===== src/rtl/sensor_cond.sv =====
// Sensor conditioning downstream of the A2D holding registers: strobed exponential
// averages of current and torque, windowed pedal-cadence count, and threshold flags.
module sensor_cond #(
  parameter int          SMPL_W      = 20,
  parameter logic [11:0] LOW_BATT    = 12'hA98,
  parameter logic [7:0]  NOT_PED_THR = 8'd2
) (
  input  logic        clk,
  input  logic        rst_n,
  input  logic [11:0] curr,
  input  logic [11:0] torque,
  input  logic [11:0] batt,
  input  logic        cadence_raw,
  output logic [11:0] avg_curr,
  output logic [11:0] avg_torque,
  output logic [7:0]  cadence,
  output logic        not_pedaling,
  output logic        batt_low
);

  logic [SMPL_W-1:0] smpl_cnt;
  logic              smpl;
  logic [13:0]       curr_acc;
  logic [15:0]       torq_acc;
  logic              sync1, sync2, sync3;
  logic              cad_rise;
  logic [7:0]        wnd_cnt;
  logic [7:0]        edge_cnt;
  logic [7:0]        edge_nxt;
  logic              wnd_end;

  assign smpl     = &smpl_cnt;
  assign cad_rise = sync2 & ~sync3;
  assign wnd_end  = smpl & (wnd_cnt == 8'hFF);

  // Free-running sample-strobe timer
  always_ff @(posedge clk or negedge rst_n) begin
    if (!rst_n) begin
      smpl_cnt <= '0;
    end else begin
      smpl_cnt <= smpl_cnt + SMPL_W'(1);
    end
  end

  // Exponential averages; acc - acc/N + x never exceeds N*4095, so no overflow
  always_ff @(posedge clk or negedge rst_n) begin
    if (!rst_n) begin
      curr_acc <= 14'd0;
      torq_acc <= 16'd0;
    end else if (smpl) begin
      curr_acc <= curr_acc - {2'b00, curr_acc[13:2]} + {2'b00, curr};
      torq_acc <= torq_acc - {4'b0000, torq_acc[15:4]} + {4'b0000, torque};
    end else begin
      curr_acc <= curr_acc;
      torq_acc <= torq_acc;
    end
  end

  assign avg_curr   = curr_acc[13:2];
  assign avg_torque = torq_acc[15:4];

  // Two-flop synchronizer plus one flop for rising-edge detection
  always_ff @(posedge clk or negedge rst_n) begin
    if (!rst_n) begin
      sync1 <= 1'b0;
      sync2 <= 1'b0;
      sync3 <= 1'b0;
    end else begin
      sync1 <= cadence_raw;
      sync2 <= sync1;
      sync3 <= sync2;
    end
  end

  // An edge landing on the window-end cycle belongs to the new window
  always_comb begin
    edge_nxt = edge_cnt;
    if (wnd_end) begin
      edge_nxt = {7'b0000000, cad_rise};
    end else if (cad_rise && (edge_cnt != 8'hFF)) begin
      edge_nxt = edge_cnt + 8'd1;
    end else begin
      edge_nxt = edge_cnt;
    end
  end

  // Window counter, latched cadence and its not-pedaling flag
  always_ff @(posedge clk or negedge rst_n) begin
    if (!rst_n) begin
      wnd_cnt      <= 8'd0;
      edge_cnt     <= 8'd0;
      cadence      <= 8'd0;
      not_pedaling <= 1'b1;
    end else begin
      edge_cnt <= edge_nxt;
      if (smpl) begin
        wnd_cnt <= wnd_cnt + 8'd1;
      end else begin
        wnd_cnt <= wnd_cnt;
      end
      if (wnd_end) begin
        cadence      <= edge_cnt;
        not_pedaling <= (edge_cnt < NOT_PED_THR);
      end else begin
        cadence      <= cadence;
        not_pedaling <= not_pedaling;
      end
    end
  end

  // Battery threshold, unsigned compare every clock
  always_ff @(posedge clk or negedge rst_n) begin
    if (!rst_n) begin
      batt_low <= 1'b0;
    end else begin
      batt_low <= (batt < LOW_BATT);
    end
  end

endmodule


===== config.mk =====
export PLATFORM = sky130hd
export DESIGN_NAME = sensor_cond
export DESIGN_NICKNAME = d
export VERILOG_FILES = /design/src/rtl/sensor_cond.sv
export SDC_FILE = /design/constraint.sdc
export NUM_CORES = 1
export LEC_CHECK = 0
export CELL_PAD_IN_SITES_DETAIL_PLACEMENT = 1
export CELL_PAD_IN_SITES_GLOBAL_PLACEMENT = 1
export CORE_MARGIN = 5
export CORE_UTILIZATION = 47
export CTS_BUF_LIST = sky130_fd_sc_hd__clkbuf_8
export CTS_CLUSTER_SIZE = 12
export DETAILED_ROUTE_END_ITERATION = 6
export PLACE_DENSITY = 0.88
export SETUP_SLACK_MARGIN = 0.1
export SKIP_CTS_REPAIR_TIMING = 1
export SYNTH_ARGS = -nofsm -noshare
export SYNTH_HDL_FRONTEND = slang
export SYNTH_SLANG_ARGS = --single-unit

===== constraint.sdc =====
create_clock -name clk -period 5.3 [get_ports clk]
set_input_delay 0.53 -clock clk [delete_from_list [all_inputs] [get_ports clk]]
set_output_delay 0.53 -clock clk [all_outputs]
set_load 0.03 [all_outputs]

==> impl_metrics.tcl, run 1 <==
set metrics [dict create \
    hold_class "in -> async" \
    cap_violations 0 \
    seq_power_share_pct 49.3 \
    ys_seq_area_share_pct 37.10 \
    syn_nets 665 \
    die_y_um 116.5 \
    synth_cell_types 45 \
    synthArstFlopShare_pct 100.0 \
    routedWlPerCell_um 15.71 \
    port_buffers 69 \
    drc 0 \
    power_density_mw_per_mm2 218.3 \
    grt_pass1_vias 4461 \
    end_kind "flip-flop" \
    drtAntennaViolNets 0 \
    num_vias 3945 \
    overflow 0 \
    status "complete, no violations" \
    slew_headroom_pct 30.83 \
    start_util_pct 48.55 \
    first_pass_iters 4 \
    netlist_area_sq_mm 0.005333 \
    grt_max_degree 80 \
    critPathRequiredTime_ps 5530 \
    die_area_sq_mm 0.01358 \
    fillers 1271 \
    worst_slack_ps 1874 \
    pre_cts_slack_ps 1470 \
    cts_tree "yes" \
    hold_viol 0 \
    clkTransAtPathRegs_ps 90 \
    r2r_cells 10 \
    post-route-period-util_pct 64.65 \
    min_period_ps 3426 \
    synth.avg_cell_area_sq_um 9.372 \
    cts.sinks 79 \
    worst_pin_slew_ps 1038 \
    finClkSkew_ps 14.94 \
    synthToLayoutAreaGrowth_pct 15.34 \
    seqCellArea_sq_mm 0.001978 \
    clockBufferDepth 2 \
    rsz0062_at_grt "false" \
    criticalPathCategory "in -> reg" \
    dp_hpwl_um 9297 \
    tns_ps 0 \
    vias_per_cell 5.177 \
    max-vdd-ir-drop_mv 0.1152 \
    critPathArrivalTime_ps 3650 \
    synth_top_flop_cell "dfrtp_1" \
    grt_usage_pct 19.45 \
    diodes 0 \
    final_layout_size_suffix_gt1_share_pct 5.305 \
    internal_power_mw 0.9202 \
    worstSetupStartpointType "input pin" \
    synthCells 569 \
    cts-root-buf "clkbuf_8" \
    comb_power_share_pct 19.7 \
    report.final.slew_viol_count 0 \
    cellLeakagePower_nw 3.234 \
    finalSetupViolCount 0 \
    synth_edf_count 0 \
    antenna_found_initial 0 \
    cts-buffers-inserted 9 \
    htree_levels 3 \
    ys_ff_latch 79 \
    die_x_um 116.5 \
    max_freq_mhz 291.8 \
    finalNetCount 713 \
    grt_pass1_wl_um 20880 \
    routed_wl_um 11970 \
    swShare_pct 31.47 \
    drt_first_iter_violations 127 \
    insertion_delay_ps 360 \
    yosysWarnings 0 \
    gp_congestion 0.8102 \
    multiInputGateArea_sq_mm 0.002730 \
    worstPathMaxFanout 3 \
    rows 38 \
    pwr-share-clk_pct 31.0 \
    num_io_pins 73 \
    core_area_sq_mm 0.01098 \
    p_switching_mw 0.4226 \
]
per-stage QoR:
step | area, sq um | hold WS [ps] | std cells | total power, mW | util [%]
finish | 6151 | 324.8 | 762 | 1.343 | 56.00
global route | 6151 | 361.1 | 762 | 1.417 | 56.00
CTS | 6151 | 358.2 | 762 | 1.360 | 56.00
detailed placement | 5977 | 340.3 | 746 | 0.9390 | 54.42
global placement | 5977 | 338.8 | 746 | 0.9191 | 54.42
floorplan | 5333 | 234.4 | 569 | 0.8479 | -
flip-flops by register name, indices dropped and copies added (netlist names):
signal        count
edge_cnt          8
curr_acc         14
sync1             1
sync2             1
wnd_cnt           8
batt_low          1
sync3             1
not_pedaling      1
smpl_cnt         20
torq_acc         16
cadence           8
cell usage after synthesis (2+ instances only):
master	number	area share, %
dfrtp_1	78	37
nand3_1	16	1.5
and3_1	8	0.94
nor2b_1	4	0.47
fa_1	24	9.0
a21oi_1	27	2.5
nor2_1	24	1.7
a21o_1	7	0.99
ha_1	33	7.7
and4_1	4	0.66
nor3_1	10	0.94
mux2i_1	3	0.56
nand2b_1	2	0.23
nand4_1	11	1.3
xor2_1	23	3.8
buf_4	25	3.5
o21a_1	5	0.70
inv_1	106	7.5
a211o_1	3	0.49
o31ai_1	2	0.28
clkbuf_1	5	0.35
nand2_1	48	3.4
xnor2_1	34	5.6
a221oi_1	2	0.33
o21ai_0	34	3.2
mux2_2	8	1.7
a31oi_1	2	0.23
o21bai_1	2	0.28
a211oi_1	3	0.42
cells by family after synthesis:
family          count (synthesis)  share of synthesized area (%)
xor+xnor                       57                          9.362
flops                          79                          37.10
simple gates                  135                          12.72
compound gates                 91                          10.11
mux                            11                          2.253
fa+ha+maj                      57                          16.75
buf+inv                       139                          11.71
cell type report:
type,count,area share (%)
well taps,140,2.848
clock inverters,7,0.8137
flip-flops and latches,79,32.16
inverters,106,6.469
multi-input cells,351,44.39
repair buffers,70,11.31
clock buffers,9,2.014
power groups by stage:
stage	combinational, mW	sequential, mW	clock [mW]
global placement	0.250	0.669	0
detailed placement	0.265	0.674	0
CTS	0.268	0.662	0.429
floorplan	0.190	0.658	0
finish	0.264	0.662	0.416
global route	0.301	0.666	0.450
worst max-delay path: stages:
cell	delay [ps]
clkdlybuf4s50_1	460
inv_1	60
fa_1	540
inv_1	80
fa_1	490
a211oi_1	380
o21a_1	180
nor3_1	70
a221oi_1	390
o21ai_0	210
xnor2_1	180
o21ai_0	90
layout by cell type, fill, tap and decap left out, types with 3 or more instances in the layout:
| master | n |
|---|---|
| dfrtp_1 | 78 |
| a21o_1 | 7 |
| and3_1 | 8 |
| nor2b_1 | 4 |
| clkbuf_8 | 9 |
| xnor2_1 | 34 |
| ha_1 | 33 |
| inv_1 | 107 |
| fa_1 | 24 |
| a211oi_1 | 3 |
| nor3_1 | 10 |
| nand4_1 | 11 |
| nand3_1 | 16 |
| clkdlybuf4s50_1 | 68 |
| nor2_1 | 24 |
| xor2_1 | 23 |
| mux2_2 | 8 |
| o21a_1 | 5 |
| nand2_1 | 48 |
| o21ai_0 | 34 |
| a21oi_1 | 27 |
| mux2i_1 | 3 |
| and4_1 | 4 |
| a211o_1 | 3 |
final timing paths:
check	from	endpoint	slack [ps]
max in group asynchronous	rst_n	smpl_cnt[13]$_DFF_PN0_	4280
min in group clk	sync1$_DFF_PN0_	sync2$_DFF_PN0_	350
setup / recovery	curr[1]	curr_acc[12]$_DFFE_PN0P_	1870
hold / removal	rst_n	curr_acc[3]$_DFFE_PN0P_	320
hold reg to reg	sync1$_DFF_PN0_	sync2$_DFF_PN0_	350
setup reg to reg	curr_acc[3]$_DFFE_PN0P_	curr_acc[12]$_DFFE_PN0P_	2140
routing by layer:
| layer | part of all wire [%] | wire (um) | track usage, % |
|---|---|---|---|
| met5 | 0 | 0 | 0 |
| met4 | 2.0 | 238 | 6.729 |
| met3 | 4.1 | 489 | 3.264 |
| met2 | 52 | 6232 | 35.35 |
| met1 | 42 | 5011 | 23.17 |
(Power assumes the default switching activity.)
==> inputs of run 2 (changes only) <==
--- a/config.mk
+++ b/config.mk
@@ -8,11 +8,11 @@
 export CELL_PAD_IN_SITES_DETAIL_PLACEMENT = 1
 export CELL_PAD_IN_SITES_GLOBAL_PLACEMENT = 1
 export CORE_MARGIN = 5
-export CORE_UTILIZATION = 47
+export CORE_UTILIZATION = 44
 export CTS_BUF_LIST = sky130_fd_sc_hd__clkbuf_8
 export CTS_CLUSTER_SIZE = 12
 export DETAILED_ROUTE_END_ITERATION = 6
-export PLACE_DENSITY = 0.88
+export PLACE_DENSITY = 0.83
 export SETUP_SLACK_MARGIN = 0.1
 export SKIP_CTS_REPAIR_TIMING = 1
 export SYNTH_ARGS = -nofsm -noshare
==> constraint.sdc (replaced) <==
create_clock -name clk -period 3.27 [get_ports clk]
set_input_delay 0.327 -clock clk [delete_from_list [all_inputs] [get_ports clk]]
set_output_delay 0.327 -clock clk [all_outputs]
set_load 0.03 [all_outputs]
==> run 2 against run 1 <==
Non-clock buffer count grew 14. Sequential share of layout area shrank 0.66 points. Critical path depth is the same. Critical endpoint unchanged. Largest cell class unchanged.
==> impl_metrics.tcl, run 2 (synthesized netlist as in run 1, its figures left out) <==
set metrics [dict create \
    vias_per_cell 5.017 \
    rows 40 \
    drtAntennaViolNets 0 \
    post-route-period-util_pct 89.28 \
    power_density_mw_per_mm2 351.9 \
    hold_viol 0 \
    status "complete, no violations" \
    design_area_sq_mm 0.006280 \
    totalPowerFinal_mw 2.210 \
    end_kind "flip-flop" \
    multiInputGateArea_sq_mm 0.002741 \
    finClkSkew_ps 13.18 \
    grt_usage_pct 17.63 \
    max_freq_mhz 342.5 \
    report.final.slew_viol_count 0 \
    clkTransAtPathRegs_ps 90 \
    worstPathMaxFanout 2 \
    finalNetCount 727 \
    hold_class "in -> async" \
    fillers 1359 \
    drt_first_iter_violations 77 \
    drc 0 \
    layout_commonest_cell "inv_1" \
    worst_pin_slew_ps 1036 \
    cts.sinks 79 \
    cts_tree "yes" \
    die_area_sq_mm 0.01442 \
    num_io_pins 73 \
    seqCellArea_sq_mm 0.001978 \
    criticalPathCategory "in -> reg" \
    gp_congestion 0.8624 \
    route.met3.wl_um 343 \
    top_register "smpl_cnt" \
    insertion_delay_ps 360 \
    wl_met1_um 5194 \
    grt_pass1_wl_um 20730 \
    die_x_um 120.1 \
    min_period_ps 2920 \
    grt_pass1_vias 4404 \
    clockBufferDepth 2 \
    routedWlPerCell_um 15.01 \
    worstSetupStartpointType "input pin" \
    largest_registers "smpl_cnt: 20 flops, torq_acc: 16 flops, curr_acc: 14 flops" \
    overflow 0 \
    core_area_sq_mm 0.01196 \
    num_vias 3928 \
    critPathArrivalTime_ps 3160 \
    synthToLayoutAreaGrowth_pct 17.76 \
    slew_headroom_pct 30.96 \
    post-route-util_pct 52.50 \
    max-vdd-ir-drop_mv 0.1725 \
    cts-root-buf "clkbuf_8" \
    placed_area_sq_mm 0.006091 \
    dr_wl_met2_um 6049 \
    start_util_pct 44.58 \
    cap_violations 0 \
    port_buffers 69 \
    antenna_found_initial 0 \
    final_cell_mix "inv_1, dfrtp_1, clkdlybuf4s50_1" \
    first_pass_iters 4 \
    critPathRequiredTime_ps 3510 \
    tns_ps 0 \
    htree_levels 3 \
    finalSetupViolCount 0 \
    rsz0062_at_grt "false" \
    largest_reg_flops 20 \
    grt_max_degree 80 \
    dp_hpwl_um 9097 \
    diodes 0 \
    cts-buffers-inserted 9 \
    die_y_um 120.1 \
    final_layout_size_suffix_gt1_share_pct 7.862 \
    routed.top_layer "met4" \
    cellLeakagePower_nw 3.311 \
    routed_wl_um 11750 \
]
## run 2: cell type report
cell class | count | share of cell area, %
Sequential cell | 79 | 31.50
Inverter | 106 | 6.336
Clock inverter | 7 | 0.8567
Multi-Input combinational cell | 351 | 43.65
Tap cell | 147 | 2.929
Clock buffer | 9 | 1.973
Timing Repair Buffer | 84 | 12.75
## run 2: routing by layer
layer	track usage, %	vias up
li1	-	1937
met1	22.16	1926
met2	30.84	52
met3	2.922	13
met4	5.727	0
met5	0	-
## run 2: final timing paths
path | startpoint | endpoint | slack (ps) | cells past startpoint
max | curr[1] | curr_acc[12]$_DFFE_PN0P_ | 350 | 12
min | rst_n | torq_acc[8]$_DFFE_PN0P_ | 130 | 1
max reg2reg | torq_acc[5]$_DFFE_PN0P_ | torq_acc[11]$_DFFE_PN0P_ | 390 | 10
min reg2reg | sync1$_DFF_PN0_ | sync2$_DFF_PN0_ | 340 | 0
max in group asynchronous | rst_n | curr_acc[3]$_DFFE_PN0P_ | 2470 | 1
min in group clk | sync1$_DFF_PN0_ | sync2$_DFF_PN0_ | 340 | 0
## run 2: power breakdown
part	internal, mW	leakage [nW]	switching, mW
Clock	0.285	0.0948	0.402
Sequential	1.01	0.922	0.0548
Combinational	0.218	2.29	0.235
## run 2: through the flow
| step | setup WS (ps) | hold WS, ps | cells |
|---|---|---|---|
| finish | 350.4 | 129.3 | 783 |
| detailed placement | -226.8 | 338.1 | 767 |
| global route | 162.8 | 210.9 | 783 |
| floorplan | 532.8 | 31.41 | 569 |
| CTS | 119.8 | 169.0 | 783 |
| global placement | -45.61 | 339.9 | 767 |
## run 2: worst max-delay path, stage by stage
cell             delay, ps
clkdlybuf4s50_1        450
inv_1                   50
fa_1                   530
inv_1                   70
fa_1                   470
a211oi_2               290
o21a_1                 160
nor3_1                  60
a221oi_1               330
o21ai_0                180
xnor2_1                150
o21ai_0                 80
